`config.mk`:
```
export PLATFORM = sky130hd
export DESIGN_NAME = wheel_param_edit_flat
export DESIGN_NICKNAME = d
export VERILOG_FILES = /design/src/rtl/wheel_param_edit_if.sv /design/src/rtl/wheel_param_edit.sv /design/src/flat_wrapper.sv
export SDC_FILE = /design/constraint.sdc
export NUM_CORES = 1
export LEC_CHECK = 0
export BUFFER_PORTS_ARGS = -buffer_cell sky130_fd_sc_hd__buf_2
export CORE_AREA = 4 4 94 140
export CTS_CLUSTER_DIAMETER = 40
export DETAILED_ROUTE_END_ITERATION = 8
export DIE_AREA = 0 0 98 144
export PLACE_DENSITY_LB_ADDON = 0.25
export REMOVE_ABC_BUFFERS = 1
export SLEW_MARGIN = 20
export SYNTH_ARGS = -nofsm -noshare
export SYNTH_HDL_FRONTEND = slang
export SYNTH_SLANG_ARGS = --single-unit
```
`constraint.sdc`:
```
create_clock -name clk -period 4.2 [get_ports clk]
set_input_delay 0.42 -clock clk [delete_from_list [all_inputs] [get_ports clk]]
set_output_delay 0.42 -clock clk [all_outputs]
set_load 0.02 [all_outputs]
```
`src/rtl/wheel_param_edit_if.sv`:
```
// Encoder/button pulses in, committed/displayed parameter and edit status out.
interface wheel_param_edit_if #(
   parameter int W = 12
);
   logic         r_tick;
   logic         l_tick;
   logic         key_tick;
   logic [W-1:0] param;
   logic [W-1:0] disp;
   logic         edit_active;
   logic         commit;
   logic         abort;

   modport master (
      output r_tick, l_tick, key_tick,
      input  param, disp, edit_active, commit, abort
   );

   modport slave (
      input  r_tick, l_tick, key_tick,
      output param, disp, edit_active, commit, abort
   );
endinterface

```
`src/rtl/wheel_param_edit.sv`:
```
// Rotary-wheel parameter editor: push to edit a shadow copy, rotate to adjust, push to commit.
// Optional rotation acceleration is enabled by defining WHEEL_PARAM_ACCEL_EN.
module wheel_param_edit #(
   parameter int           W          = 12,
   parameter logic [W-1:0] P_MIN      = 12'd1000,
   parameter logic [W-1:0] P_MAX      = 12'd2500,
   parameter logic [W-1:0] P_DEF      = 12'd2100,
   parameter int           TO_CYC     = 250_000_000,
   parameter int           ACCEL_WIN  = 5_000_000,
   parameter int           ACCEL_STEP = 10
) (
   input  logic                clk,
   input  logic                rst,
   wheel_param_edit_if.slave   bus
);

   localparam int CW = (TO_CYC > 1) ? $clog2(TO_CYC) : 1;

   typedef enum logic [0:0] {
      IDLE = 1'b0,
      EDIT = 1'b1
   } state_t;

   state_t          state_reg, state_next;
   logic [W-1:0]    param_reg, param_next;
   logic [W-1:0]    shadow_reg, shadow_next;
   logic [W-1:0]    disp_reg, disp_next;
   logic [CW-1:0]   idle_cnt_reg, idle_cnt_next;
   logic            commit_reg, commit_next;
   logic            abort_reg, abort_next;

   logic            valid_tick;
   logic [W-1:0]    step;
   logic [W:0]      up_sum;
   logic [W:0]      dn_diff;

   // Opposing ticks in the same cycle cancel and do not count as activity.
   assign valid_tick = bus.r_tick ^ bus.l_tick;

`ifdef WHEEL_PARAM_ACCEL_EN
   localparam int GW = $clog2(ACCEL_WIN + 1);

   logic [GW-1:0]   gap_reg, gap_next;
   logic            last_dir_reg, last_dir_next;
   logic            have_prev_reg, have_prev_next;

   // gap_reg holds cycles since the previous valid tick minus one, saturating.
   always_comb begin
      step = W'(1);
      if (valid_tick && have_prev_reg && (bus.r_tick == last_dir_reg) &&
          (gap_reg < GW'(ACCEL_WIN - 1)))
         step = W'(ACCEL_STEP);
   end

   always_comb begin
      gap_next       = gap_reg;
      last_dir_next  = last_dir_reg;
      have_prev_next = have_prev_reg;
      if (gap_reg < GW'(ACCEL_WIN))
         gap_next = gap_reg + GW'(1);
      if (state_reg == IDLE) begin
         if (bus.key_tick)
            have_prev_next = 1'b0;
      end else if (!bus.key_tick && valid_tick) begin
         gap_next       = '0;
         last_dir_next  = bus.r_tick;
         have_prev_next = 1'b1;
      end
   end

   always_ff @(posedge clk) begin
      if (rst) begin
         gap_reg       <= '0;
         last_dir_reg  <= 1'b0;
         have_prev_reg <= 1'b0;
      end else begin
         gap_reg       <= gap_next;
         last_dir_reg  <= last_dir_next;
         have_prev_reg <= have_prev_next;
      end
   end
`else
   assign step = W'(1);
`endif

   // One extra bit keeps the saturation compares free of wrap-around.
   assign up_sum  = {1'b0, shadow_reg} + {1'b0, step};
   assign dn_diff = {1'b0, shadow_reg} - {1'b0, step};

   always_comb begin
      state_next    = state_reg;
      param_next    = param_reg;
      shadow_next   = shadow_reg;
      idle_cnt_next = idle_cnt_reg;
      commit_next   = 1'b0;
      abort_next    = 1'b0;

      case (state_reg)
         IDLE: begin
            if (bus.key_tick) begin
               state_next    = EDIT;
               shadow_next   = param_reg;
               idle_cnt_next = '0;
            end
         end
         EDIT: begin
            if (bus.key_tick) begin
               param_next  = shadow_reg;
               commit_next = 1'b1;
               state_next  = IDLE;
            end else if (valid_tick) begin
               idle_cnt_next = '0;
               if (bus.r_tick)
                  shadow_next = (up_sum > {1'b0, P_MAX}) ? P_MAX : up_sum[W-1:0];
               else
                  shadow_next = (dn_diff[W] || (dn_diff < {1'b0, P_MIN})) ?
                                P_MIN : dn_diff[W-1:0];
            end else if (idle_cnt_reg == CW'(TO_CYC - 1)) begin
               state_next    = IDLE;
               shadow_next   = param_reg;
               idle_cnt_next = '0;
               abort_next    = 1'b1;
            end else begin
               idle_cnt_next = idle_cnt_reg + CW'(1);
            end
         end
         default: state_next = IDLE;
      endcase

      disp_next = (state_next == EDIT) ? shadow_next : param_next;
   end

   always_ff @(posedge clk) begin
      if (rst) begin
         state_reg    <= IDLE;
         param_reg    <= P_DEF;
         shadow_reg   <= P_DEF;
         disp_reg     <= P_DEF;
         idle_cnt_reg <= '0;
         commit_reg   <= 1'b0;
         abort_reg    <= 1'b0;
      end else begin
         state_reg    <= state_next;
         param_reg    <= param_next;
         shadow_reg   <= shadow_next;
         disp_reg     <= disp_next;
         idle_cnt_reg <= idle_cnt_next;
         commit_reg   <= commit_next;
         abort_reg    <= abort_next;
      end
   end

   assign bus.param       = param_reg;
   assign bus.disp        = disp_reg;
   assign bus.edit_active = (state_reg == EDIT);
   assign bus.commit      = commit_reg;
   assign bus.abort       = abort_reg;

endmodule

```
`src/flat_wrapper.sv`:
```
// flat-port wrapper written by rule: the top's interface ports become plain ports
module wheel_param_edit_flat 
#(
   parameter int           W          = 12,
   parameter logic [W-1:0] P_MIN      = 12'd1000,
   parameter logic [W-1:0] P_MAX      = 12'd2500,
   parameter logic [W-1:0] P_DEF      = 12'd2100,
   parameter int           TO_CYC     = 250_000_000,
   parameter int           ACCEL_WIN  = 5_000_000,
   parameter int           ACCEL_STEP = 10
)
  (clk, rst, bus_r_tick, bus_l_tick, bus_key_tick, bus_param, bus_disp, bus_edit_active, bus_commit, bus_abort);
  wheel_param_edit_if #(.W(W)) bus_i ();
  input  logic clk;
  input  logic rst;
  input wire logic [$bits(bus_i.r_tick)-1:0] bus_r_tick;
  input wire logic [$bits(bus_i.l_tick)-1:0] bus_l_tick;
  input wire logic [$bits(bus_i.key_tick)-1:0] bus_key_tick;
  output wire logic [$bits(bus_i.param)-1:0] bus_param;
  output wire logic [$bits(bus_i.disp)-1:0] bus_disp;
  output wire logic [$bits(bus_i.edit_active)-1:0] bus_edit_active;
  output wire logic [$bits(bus_i.commit)-1:0] bus_commit;
  output wire logic [$bits(bus_i.abort)-1:0] bus_abort;
  assign bus_i.r_tick = bus_r_tick;
  assign bus_i.l_tick = bus_l_tick;
  assign bus_i.key_tick = bus_key_tick;
  assign bus_param = bus_i.param;
  assign bus_disp = bus_i.disp;
  assign bus_edit_active = bus_i.edit_active;
  assign bus_commit = bus_i.commit;
  assign bus_abort = bus_i.abort;
  wheel_param_edit #(.W(W), .P_MIN(P_MIN), .P_MAX(P_MAX), .P_DEF(P_DEF), .TO_CYC(TO_CYC), .ACCEL_WIN(ACCEL_WIN), .ACCEL_STEP(ACCEL_STEP)) u_core (.clk(clk), .rst(rst), .bus(bus_i));
endmodule
```
# Yosys cells after proc, flatten, opt, wreduce, memory -nomap -nowiden
# Index checks and enable logic that the tools add are counted.
# word_totals
elab_cells	43
register_bits	67
out_inout_bits	27
input_bits	5
# classes
n_reduce_logical	4
eq_ne	3
n_lt_le_gt_ge	2
add_sub_neg	3
n_mux	22
n_bitwise	2
# ops
operator	n
two-way mux 12 bit	10
two-way mux 28 bit	4
case mux 28 bit (2 select lines)	1
adder 28 x 1 -> 28 bit, second input constant	1
equality test 28 bit, second input constant	1
case mux 12 bit (2 select lines)	1
adder 12 x 1 -> 13 bit, second input constant	1
> comparator 13 x 12 -> 1 bit, second input constant	1
< comparator 13 x 10 -> 1 bit, second input constant	1
subtractor 12 x 1 -> 13 bit, second input constant	1
two-way mux 1 bit	5
inequality test 2 bit, second input constant	2
OR reduction 4 bit	1
case mux 1 bit (2 select lines)	1
AND reduction 2 bit	1
OR reduction 2 bit	1
logical OR 1 bit	1
inverter 1 bit	1
bitwise XOR 1 bit	1

# Depth between registers and ports, before layout
# Gate-level depths: netlist (run 1).
# logic_depth
word_depth	9
depth_mapped	13
depth_no_buf	10

# Worst setup path after synthesis (run 1)
# No wires, ideal clock.
# synth_timing
path_type	reg-to-reg
from	register u_core.shadow_reg[0]
to	register u_core.disp_reg[6] (netlist: u_core.bus.disp[6])
required_time_ps	4063
path_slack_ps	1117
path_buffers	3
t_arrival_ps	2946
setup_ps	137
stages_incl_launch_ff	14
period_less_slack_ps	3083
path_cell_list	dfxtp_1 > clkbuf_1 > inv_1 > ha_1 > buf_2 > or4b_1 > buf_2 > or4_4 > mux2_4 > o211ai_2 > o21a_4 > o22a_2 > nor4_1 > a2111oi_2
# synth_between
elab_chain_cells	9
word_cells_on_any_way	12
cone_classes	add/sub (2); order compare (2); mux (7); reduce/logical (1)
# synth_rtl
element	line	source
start, declared	wheel_param_edit.sv:26	logic [W-1:0] shadow_reg, shadow_next;
start signal, assigned	wheel_param_edit.sv:145	shadow_reg <= shadow_next;
subtractor 12 x 1 -> 13 bit	wheel_param_edit.sv:88	assign dn_diff = {1'b0, shadow_reg} - {1'b0, step};
< comparator 13 x 10 -> 1 bit	wheel_param_edit.sv:116	shadow_next = (dn_diff[W] || (dn_diff < {1'b0, P_MIN})) ?
logical OR 1 bit	wheel_param_edit.sv:116	
two-way mux 12 bit	wheel_param_edit.sv:116	
two-way mux 12 bit *	wheel_param_edit.sv:113	if (bus.r_tick)
two-way mux 12 bit *	wheel_param_edit.sv:111	end else if (valid_tick) begin
two-way mux 12 bit *	wheel_param_edit.sv:107	if (bus.key_tick) begin
case mux 12 bit (2 select lines) *	wheel_param_edit.sv:98	case (state_reg)
two-way mux 12 bit *	wheel_param_edit.sv:130	disp_next = (state_next == EDIT) ? shadow_next : param_next;
end signal, assigned	wheel_param_edit.sv:146	disp_reg <= disp_next;
end, declared	wheel_param_edit.sv:27	logic [W-1:0] disp_reg, disp_next;
# Mark *: on every way between the ends. The rest lies on a longest branch, timed or not.
# A chain may end at the register's enable or synchronous reset.

# Final worst setup path (run 1)
# layout_timing
from	register u_core.shadow_reg[1]
to	register u_core.disp_reg[8] (netlist: u_core.bus.disp[8])
# The elaborated chain is that of the path after synthesis.

==> summary.md, run 1 <==
| Metric | Value |
|---|---|
| Status | `complete, no violations` |
| Layout net count | `656` |
| Pre-antenna DRT Iters | `5` |
| Reg2reg path depth | `10` |
| Main synth FF type | `dfxtp_1` |
| CTS tree | `yes` |
| Synth-to-layout area growth | `12.7%` |
| #FFs+latches synth | `67` |
| Leading area contributor after synthesis | `dfxtp_1` |
| Hold path depth | `2` |
| Slew headroom | `32.0%` |
| Antenna diodes | `0` |
| CTS Buf Count | `9` |
| Drt wl/cell | `20.4 microns` |
| Starting Density | `39.2%` |
| Static Leakage | `approximately 0.0019 uW` |
| Cells after Synth | `633` |
| Dominant cells by area after synthesis | `dfxtp_1, nand2_1, a21oi_1` |
| Crit path depth | `10` |
| Switching share of power | `29.8%` |
| Hold Slack | `between 0.4 and 0.5 ns` |
| Max IR drop VDD | `roughly 240 uV` |
| PwrDens | `324 nW/um^2` |
| Dpl cells | `788` |
| Worst-Skew Late Latency | `0.34 ns` |
| CTS clk-pin slew, worst paths | `0.06 ns` |
| Post_cts resized | `0` |
| Total GRT Usage | `23.2%` |
| Hold/Removal Path Class | `input pin to register` |
| Clk sinks | `67` |
| Commonest cells post-synth | `nand2_1, dfxtp_1, nor2_1, a21oi_1, clkbuf_1` |
| Worst Path Arrival | `between 3 and 4 ns` |
| CP Capture Type | `register` |
| Sequential share of the synthesized area | `28.6%` |
| Yosys warning count | `0` |
| Initial antenna violation count | `0` |
| CTS hold repair buffers | `0` |
| Final setup viols | `0` |
| Most common cell in the netlist | `nand2_1` |
| Sequential share of power | `39.3%` |
| Max reg flops | `28` |
| Share of cells above drive strength 1 | `14.1%` |
| Gpl congestion | `slightly above 1` |
| Final Util | `between 40 and 50%` |
| Clock power frac | `44.6%` |
| Critical path, cell by cell | `inv_1 -> ha_1 -> or4b_1 -> or4_4 -> mux2_4 -> o21ai_1 -> o21ai_1 -> nor3_1 -> a2111oi_2 -> a21oi_1` |
| Post-Layout Cell Count | `804` |
| Number of routed nets with antenna violations | `0` |
| CP most frequent cell | `o21ai_1` |
| Final Cycle Share | `85.9%` |
| Worst Path Max Fanout | `17` |
| Setup ws final | `a little under 0.6 ns` |
| DP HPWL | `approximately 12000 microns` |
| Syn_area_per_cell | `around 7.4 sq um` |
| Switching Power | `509 uW` |
| Via-to-Cell Ratio | `6.35` |
| CP bufs+invs | `1` |
| Htree depth | `3` |
| Synthesized cell area | `~4700 sq um` |
| Share of the synthesized area in the top cell type | `between 20 and 30%` |
| Die Ht | `144 microns` |
| Post-synth ARST share | `0%` |
| Post-CTS Setup Inserts | `0` |
| CP Launch Type | `register` |
| Core Region | `12000 sq um` |
| Pre-CTS setup slack | `between 0.6 and 0.7 ns` |
| Die X | `98 microns` |
| Drt total wl | `between 15000 and 20000 microns` |
| Longest Clk Path Bufs | `2` |
| Tightest Pin Transition | `around 1 ns` |
| R2R setup slack | `0.59 ns` |
| Internal | `about 1200 uW` |
| Vias post-DR | `5102` |
| Clock Skew | `between 0.007 and 0.008 ns` |
| Vias in the first global route | `approximately 5000` |
| Final hold vios | `0` |
| Largest net degree at the start of global routing | `32` |
| Ports | `32` |
| Yosys cell types | `82` |
| Max-cap violations | `0` |
| Required @ worst endpoint | `4.42 ns` |
| Die Footprint | `around 14000 sq um` |
| Final min period | `3.61 ns` |
| Slowest stage delay, CP | `0.60 ns` |
| First-pass GRT wire length | `26000 microns` |
| # DRC | `0` |
| RSZ-0062 raised after global routing | `false` |
| GRT Residual Overflow | `0` |
| Crit Path Category | `register to register` |
| FP Rows | `49` |
| Clk root buf | `clkbuf_16` |
| Slowest-stage cell, CP | `or4b_1` |
| Logic pwr share | `around 16%` |
| Buffers on Ports | `31` |
| EDFF count, synth | `0` |
| Pins Over Slew Limit | `0` |
| Number of fill cells | `1240` |
| Final setup TNS | `0 ns` |
| Initial drt markers | `388` |
| Crit path max-delay family | `simple AND/OR/NAND/NOR gates` |
| Fmax | `around 280 MHz` |
## path summary, 6_finish.rpt
path                                         from                              to
hold reg to reg    u_core.bus.param[6]$_SDFF_PP0_  u_core.bus.param[6]$_SDFF_PP0_
hold / removal                                rst    u_core.bus.commit$_SDFF_PP0_
setup / recovery  u_core.shadow_reg[1]$_SDFF_PP0_   u_core.bus.disp[8]$_SDFF_PP0_
setup reg to reg  u_core.shadow_reg[1]$_SDFF_PP0_   u_core.bus.disp[8]$_SDFF_PP0_
## metrics by stage
step | cell area [sq um] | power, uW
floorplan | 4490 | 852
global placement | 4980 | 955
detailed placement | 4980 | 956
CTS | 5280 | 1720
global route | 5280 | 1780
finish | 5280 | 1710
## power by group through the flow
stage          registers (uW)  logic [uW]  clock network (uW)
5_1_grt                   674         297                 809
6_report                  672         276                 763
3_3_place_gp              684         271                   0
3_5_place_dp              685         271                   0
2_1_floorplan             710         142                   0
4_1_cts                   671         272                 781
## cells in the final DEF (no fill, tap or decap), types with 13 or more instances in the layout
cell type  Yosys  routed
a21oi_1       49      49
buf_2          5      31
buf_4          1      19
dfxtp_1       67      67
nand2_1       77      77
nand3_1       27      27
nand4_1       13      13
nor2_1        64      64
nor3_1        25      25
o21ai_0       31      31
xor2_1        14      14
## area by class of cell
type	count	area [sq um]	share of cell area, %
multi-input cells	508	3110	58.9
flip-flops and latches	67	1340	25.4
repair buffers	50	298	5.64
clock buffers	9	225	4.27
well taps	153	191	3.63
clock inverters	7	76.3	1.45
inverters	10	37.5	0.711
## layer usage
metal / part of all wire (%) / vias to the layer above / GRT usage, % / routed length (microns)
li1: - / 2363 / - / -
met1: 37 / 2446 / 24.9 / 6020
met2: 51 / 234 / 41.8 / 8360
met3: 6.2 / 59 / 3.91 / 1010
met4: 6.0 / 0 / 15.2 / 979
met5: 0 / - / 0 / 0
## cells by family after synthesis
family | after synthesis | share of synthesized area [%]
mux | 14 | 3.31
fa+ha+maj | 5 | 1.34
compound gates | 168 | 24.6
simple gates | 296 | 32.4
flops | 67 | 28.6
buf+inv | 58 | 5.02
xor+xnor | 25 | 4.67
(Power assumes the default switching activity.)
==> inputs of run 2 (changes only) <==
CORE_AREA = 2 2 92 138   (was 4 4 94 140)
DIE_AREA = 0 0 94 140   (was 0 0 98 144)
PLACE_DENSITY = 0.56   (was unset)
PLACE_DENSITY_LB_ADDON = unset   (was 0.25)
==> run 2 against run 1 <==
Core utilization fell by 0.10 points. Critical path depth fell by 1. Non-clock buffer count fell by 3. Critical path type unchanged. Critical endpoint is now u_core.bus.disp[9]$_SDFF_PP0_. Largest power group unchanged.
==> summary.md, run 2 (synthesis gave the netlist of run 1 again) <==
| Metric | Value |
|---|---|
| Final hold vios | `0` |
| Clock Skew | `0.00487 ns` |
| Post_cts resized | `0` |
| Final setup TNS | `0 ns` |
| Max IR drop VDD | `247 uV` |
| # DRC | `0` |
| CP Launch Type | `register` |
| R2R setup slack | `approximately 0.62 ns` |
| Tightest Pin Transition | `0.963 ns` |
| Share of cells above drive strength 1 | `13.7%` |
| Static Leakage | `roughly 0.0019 uW` |
| Status | `complete, no violations` |
| Final min period | `3.58 ns` |
| Max-cap violations | `0` |
| Slew headroom | `35.8%` |
| Pre-antenna DRT Iters | `5` |
| Most frequent cells in the layout | `nand2_1, dfxtp_1, nor2_1, a21oi_1` |
| PwrDens | `roughly 330 nW/um^2` |
| Drt wl/cell | `~21 microns` |
| Initial drt markers | `between 300 and 400` |
| Via-to-Cell Ratio | `6.17` |
| Core Region | `about 12000 sq um` |
| CTS tree | `yes` |
| First-pass GRT wire length | `26500 microns` |
| Final Util | `44.1%` |
| GRT Residual Overflow | `0` |
| Layout net count | `653` |
| DP HPWL | `12100 microns` |
| Number of routed nets with antenna violations | `0` |
| Gpl congestion | `1.00` |
| Max reg flops | `28` |
| Pre-CTS setup slack | `0.707 ns` |
| CTS Buf Count | `9` |
| CTS hold repair buffers | `0` |
| Final Cycle Share | `85.2%` |
| Drt total wl | `about 17000 microns` |
| RSZ-0062 raised after global routing | `false` |
| Required @ worst endpoint | `4.43 ns` |
| Htree depth | `3` |
| Crit Path Category | `register to register` |
| Clk root buf | `clkbuf_16` |
| Initial antenna violation count | `0` |
| Clk sinks | `between 60 and 70` |
| Worst Path Max Fanout | `19` |
| Die Footprint | `13200 sq um` |
| DP Area | `a little under 5000 sq um` |
| Worst Path Arrival | `approximately 3.8 ns` |
| Antenna diodes | `0` |
| Worst-Skew Late Latency | `between 0.3 and 0.4 ns` |
| Vias post-DR | `4943` |
| Die Ht | `between 100 and 150 microns` |
| Vias in the first global route | `4877` |
| Synth-to-layout area growth | `12.4%` |
| Final setup viols | `0` |
| Setup ws final | `0.622 ns` |
| Final instance area | `between 5000 and 6000 sq um` |
| Pins Over Slew Limit | `0` |
| CTS clk-pin slew, worst paths | `approximately 0.060 ns` |
| Starting Density | `roughly two fifths` |
| Hold/Removal Path Class | `register to register` |
| Fmax | `279 MHz` |
| Longest Clk Path Bufs | `2` |
| FP Rows | `49` |
| CP Capture Type | `register` |
| Post-CTS Setup Inserts | `0` |
| Total GRT Usage | `between 20% and 30%` |
| Commonest non-fill, non-tap cell in the layout | `nand2_1` |
| Largest net degree at the start of global routing | `47` |
| Buffers on Ports | `31` |
| Die X | `94 microns` |
| Ports | `32` |
[run 2: changes by cell type in the layout (fill, tap and decap cells not counted)]
| cell | delta |
|---|---|
| buf_4 | -3 |
| clkbuf_8 | +2 |
| clkinv_4 | -2 |
[run 2: cell type report]
cell class	instances	area [sq um]
Fill cell	1255	6690
Multi-Input combinational cell	508	3110
Sequential cell	67	1340
Timing Repair Buffer	47	275
Clock buffer	11	253
Tap cell	153	191
Clock inverter	5	58.8
Inverter	10	37.5
[run 2: power by group]
| part | internal [uW] | switching, uW |
|---|---|---|
| Clock | 493 | 309 |
| Combinational | 86.1 | 188 |
| Sequential | 653 | 22.0 |
[run 2: stage by stage]
stage | hold WS, ns | power, uW | cells
floorplan | 0.465 | 852 | 585
detailed placement | 0.466 | 959 | 785
global route | 0.491 | 1810 | 801
finish | 0.468 | 1750 | 801
global placement | 0.457 | 958 | 785
CTS | 0.474 | 1760 | 801
[run 2: final timing paths]
check / endpoint / depth (start not counted) / start
setup reg to reg: u_core.bus.disp[9]$_SDFF_PP0_ / 9 / u_core.shadow_reg[0]$_SDFF_PP0_
setup / recovery: u_core.bus.disp[9]$_SDFF_PP0_ / 9 / u_core.shadow_reg[0]$_SDFF_PP0_
hold / removal: u_core.bus.param[6]$_SDFF_PP0_ / 2 / u_core.bus.param[6]$_SDFF_PP0_
hold reg to reg: u_core.bus.param[6]$_SDFF_PP0_ / 2 / u_core.bus.param[6]$_SDFF_PP0_
[run 2: per-layer routing]
layer  GRT usage, %  routed length, microns  up-vias
met4           13.9                     849        0
met3           4.30                     992       49
met1           30.3                    6300     2320
li1               -                       -     2362
met5              0                       0        -
met2           44.2                    8500      212
[run 2: critical path, stage by stage, from the launching register on]
cell and delay (ns):
dfxtp_1 0.48, ha_1 0.47, or3b_2 0.53, nor4_1 0.36, or3_1 0.20, o211ai_1 0.16
and3_1 0.27, o31ai_4 0.46, o221ai_1 0.27, a31o_1 0.27
==> inputs of run 3 (changes only) <==
ABC_AREA = 1   (was unset)
CORE_AREA = 2 2 87 131   (was 2 2 92 138)
DIE_AREA = 0 0 89 133   (was 0 0 94 140)
clock period = 4.6 ns   (was 4.2 ns; I/O delays follow)
==> run 3 against run 2 <==
Sequential power decreased by 9.3%. Non-clock buffer count is 12 lower. Synthesized cell count increased by 1.7%. Clock power shrank 5.7%. Flip-flop and latch count unchanged. Critical endpoint is now u_core.idle_cnt_reg[18]$_SDFFE_PP0P_.
==> summary.md, run 3 <==
| Metric | Value |
|---|---|
| Status | `complete, no violations` |
| Yosys warning count | `0` |
| Via-to-Cell Ratio | `5.26` |
| CP bufs+invs | `3` |
| Drt wl/cell | `between 15 and 20 microns` |
| Final setup TNS | `0 ns` |
| Largest net degree at the start of global routing | `24` |
| Number of routed nets with antenna violations | `0` |
| Main synth FF type | `dfxtp_1` |
| # DRC | `0` |
| Required @ worst endpoint | `4.84 ns` |
| Layout net count | `683` |
| Die Ht | `around 130 microns` |
| Clock Skew | `0.00859 ns` |
| GRT Residual Overflow | `0` |
| Core Region | `between 10000 and 15000 sq um` |
| Static Leakage | `around 0.0021 uW` |
| Ports | `32` |
| CP Launch Type | `register` |
| Final hold vios | `0` |
| CTS clk-pin slew, worst paths | `about 0.05 ns` |
| Post-CTS Setup Inserts | `0` |
| CTS tree | `yes` |
| FP Rows | `47` |
| CP Capture Type | `register` |
| Yosys cell types | `45` |
| Pins Over Slew Limit | `0` |
| R2R setup slack | `1.87 ns` |
| Tightest Pin Transition | `around 0.85 ns` |
| Vias post-DR | `4343` |
| Multi-input combinational cell area | `between 2000 and 2500 sq um` |
| Total GRT Usage | `22.7%` |
| Starting Density | `38.6%` |
| RSZ-0062 raised after global routing | `false` |
| Max reg flops | `28` |
| Antenna diodes | `0` |
| Most frequent cells in the layout | `nand2_1, inv_1, nand3_1, dfxtp_1, nor2_1` |
| Post-synth ARST share | `0%` |
| Fmax | `around 370 MHz` |
| Longest Clk Path Bufs | `2` |
| Number of fill cells | `approximately 1200` |
| Die X | `between 80 and 90 microns` |
| Die Footprint | `between 10000 and 15000 sq um` |
| Synthesized cell area | `about 4200 sq um` |
| Htree depth | `3` |
| Dominant cells by area after synthesis | `dfxtp_1, nand2_1, nand3_1` |
| Pre-antenna DRT Iters | `5` |
| Syn_area_per_cell | `6.49 sq um` |
| Buffers on Ports | `31` |
| DP HPWL | `10100 microns` |
| #FFs+latches synth | `67` |
| Setup ws final | `1.87 ns` |
| HP Start | `u_core.idle_cnt_reg[27]$_SDFFE_PP0P_` |
| First-pass GRT wire length | `20500 microns` |
| Post_cts resized | `0` |
| Max IR drop VDD | `roughly 270 uV` |
| Reg2reg path depth | `12` |
| Initial antenna violation count | `0` |
| RR Endpoint | `u_core.idle_cnt_reg[18]$_SDFFE_PP0P_` |
| Sequential share of the synthesized area | `32.1%` |
| Leading area contributor after synthesis | `dfxtp_1` |
| Gpl congestion | `1.02` |
| Clk root buf | `clkbuf_16` |
| Drt total wl | `13200 microns` |
| Sequential Area | `between 1000 and 1500 sq um` |
| Most common cell in the netlist | `nand2_1` |
| Max-cap violations | `0` |
| Worst Path Max Fanout | `23` |
| Total power | `1560 uW` |
| Slowest stage delay, CP | `0.67 ns` |
| CTS hold repair buffers | `0` |
| Hold path depth | `2` |
| Commonest non-fill, non-tap cell in the layout | `nand2_1` |
| EDFF count, synth | `0` |
| Final min period | `2.73 ns` |
| Share of the synthesized area in the top cell type | `32.1%` |
| Final setup viols | `0` |
| Pre-CTS setup slack | `around 1.9 ns` |
| Cells after Synth | `644` |
| Slew headroom | `43.2%` |
| Final Cycle Share | `59.5%` |
| Clk sinks | `67` |
| PwrDens | `325 nW/um^2` |
| R2r startpoint | `u_core.idle_cnt_reg[0]$_SDFFE_PP0P_` |
| CTS Buf Count | `9` |
| Share of cells above drive strength 1 | `around 15%` |
| Vias in the first global route | `4183` |
| Worst-Skew Late Latency | `0.34 ns` |
| Hold Path End | `u_core.idle_cnt_reg[27]$_SDFFE_PP0P_` |
| Crit Path Category | `register to register` |
| Commonest cells post-synth | `nand2_1, inv_1, dfxtp_1, nand3_1, nor2_1` |
| Synth-to-layout area growth | `14.6%` |
| Worst Path Arrival | `slightly below 3 ns` |
| Slowest-stage cell, CP | `nand4_1` |
| Initial drt markers | `between 200 and 300` |
| Hold/Removal Path Class | `register to register` |
| Crit path max-delay family | `simple AND/OR/NAND/NOR gates` |
| Critical path, cell by cell | `ha_1 -> nand2_1 -> nor2_4 -> nand3_2 -> inv_2 -> nand4_1 -> nand3_1 -> inv_1 -> nand2_1 -> o221ai_1 -> nand3_1 -> inv_1` |
run 3: changes by cell type after synthesis, moves of 12 or more:
cell      previous run  this run
a21oi_1             49        31
clkbuf_1            36        12
inv_1               10        73
nand2_1             77       170
nand2_2              0        12
nand3_1             27        67
nor3_1              25        11
run 3: routing by layer:
metal | global-route usage (%) | wire (microns) | up-vias
li1 | - | - | 2163
met1 | 23.1 | 4990 | 2034
met2 | 42.7 | 7310 | 111
met3 | 3.31 | 411 | 35
met4 | 11.9 | 522 | 0
met5 | 0 | 0 | -
run 3: worst register-to-register path, cell delays in order (launching register included):
cell and delay [ns]:
dfxtp_1 0.37, ha_1 0.19, nand2_1 0.11, nor2_4 0.16, nand3_2 0.10, inv_2 0.09
nand4_1 0.67, nand3_1 0.34, inv_1 0.22, nand2_1 0.13, o221ai_1 0.11, nand3_1 0.10
inv_1 0.04
run 3: power breakdown:
part	switching [uW]	total, uW	internal [uW]
sequential	15.7	612	596
combinational	135	189	54.7
clock	268	756	489
run 3: area by class of cell:
cell class,instances,area share [%]
multi-input combinational,479,51.1
inverter,81,6.35
clock inverter,6,1.86
clock buffer,10,4.99
sequential,67,28.0
tap,147,3.84
timing repair buffer,35,3.87
run 3: per-stage QoR:
stage	hold WS (ns)	util [%]	std cells	cell area (sq um)
after floorplan	0.448	-	627	4090
after global placement	0.470	41.2	809	4460
after detailed placement	0.476	41.2	809	4460
after CTS	0.484	44.3	825	4790
after global routing	0.519	44.3	825	4790
final	0.483	44.3	825	4790
run 3: how the worst max path moves through the flow:
stage                                             start                                   end  slack (ns)  cells past startpoint
floorplan           u_core.idle_cnt_reg[0]$_SDFFE_PP0P_         u_core.bus.disp[4]$_SDFF_PP1_        2.45                     12
global placement    u_core.idle_cnt_reg[0]$_SDFFE_PP0P_  u_core.idle_cnt_reg[18]$_SDFFE_PP0P_        1.90                     12
detailed placement  u_core.idle_cnt_reg[0]$_SDFFE_PP0P_  u_core.idle_cnt_reg[18]$_SDFFE_PP0P_        1.87                     12
CTS                 u_core.idle_cnt_reg[0]$_SDFFE_PP0P_  u_core.idle_cnt_reg[18]$_SDFFE_PP0P_        1.85                     12
global route        u_core.idle_cnt_reg[0]$_SDFFE_PP0P_  u_core.idle_cnt_reg[16]$_SDFFE_PP0P_        1.57                     12
finish              u_core.idle_cnt_reg[0]$_SDFFE_PP0P_  u_core.idle_cnt_reg[18]$_SDFFE_PP0P_        1.87                     12
run 3: cells by family (layout without fill, tap and decap cells):
family	after synthesis	count (layout)	share of synthesized area, %
simple gates	371	371	42.0
buf+inv	98	132	9.37
compound gates	93	93	13.0
flops	67	67	32.1
xor+xnor	10	10	2.10
fa+ha+maj	5	5	1.50
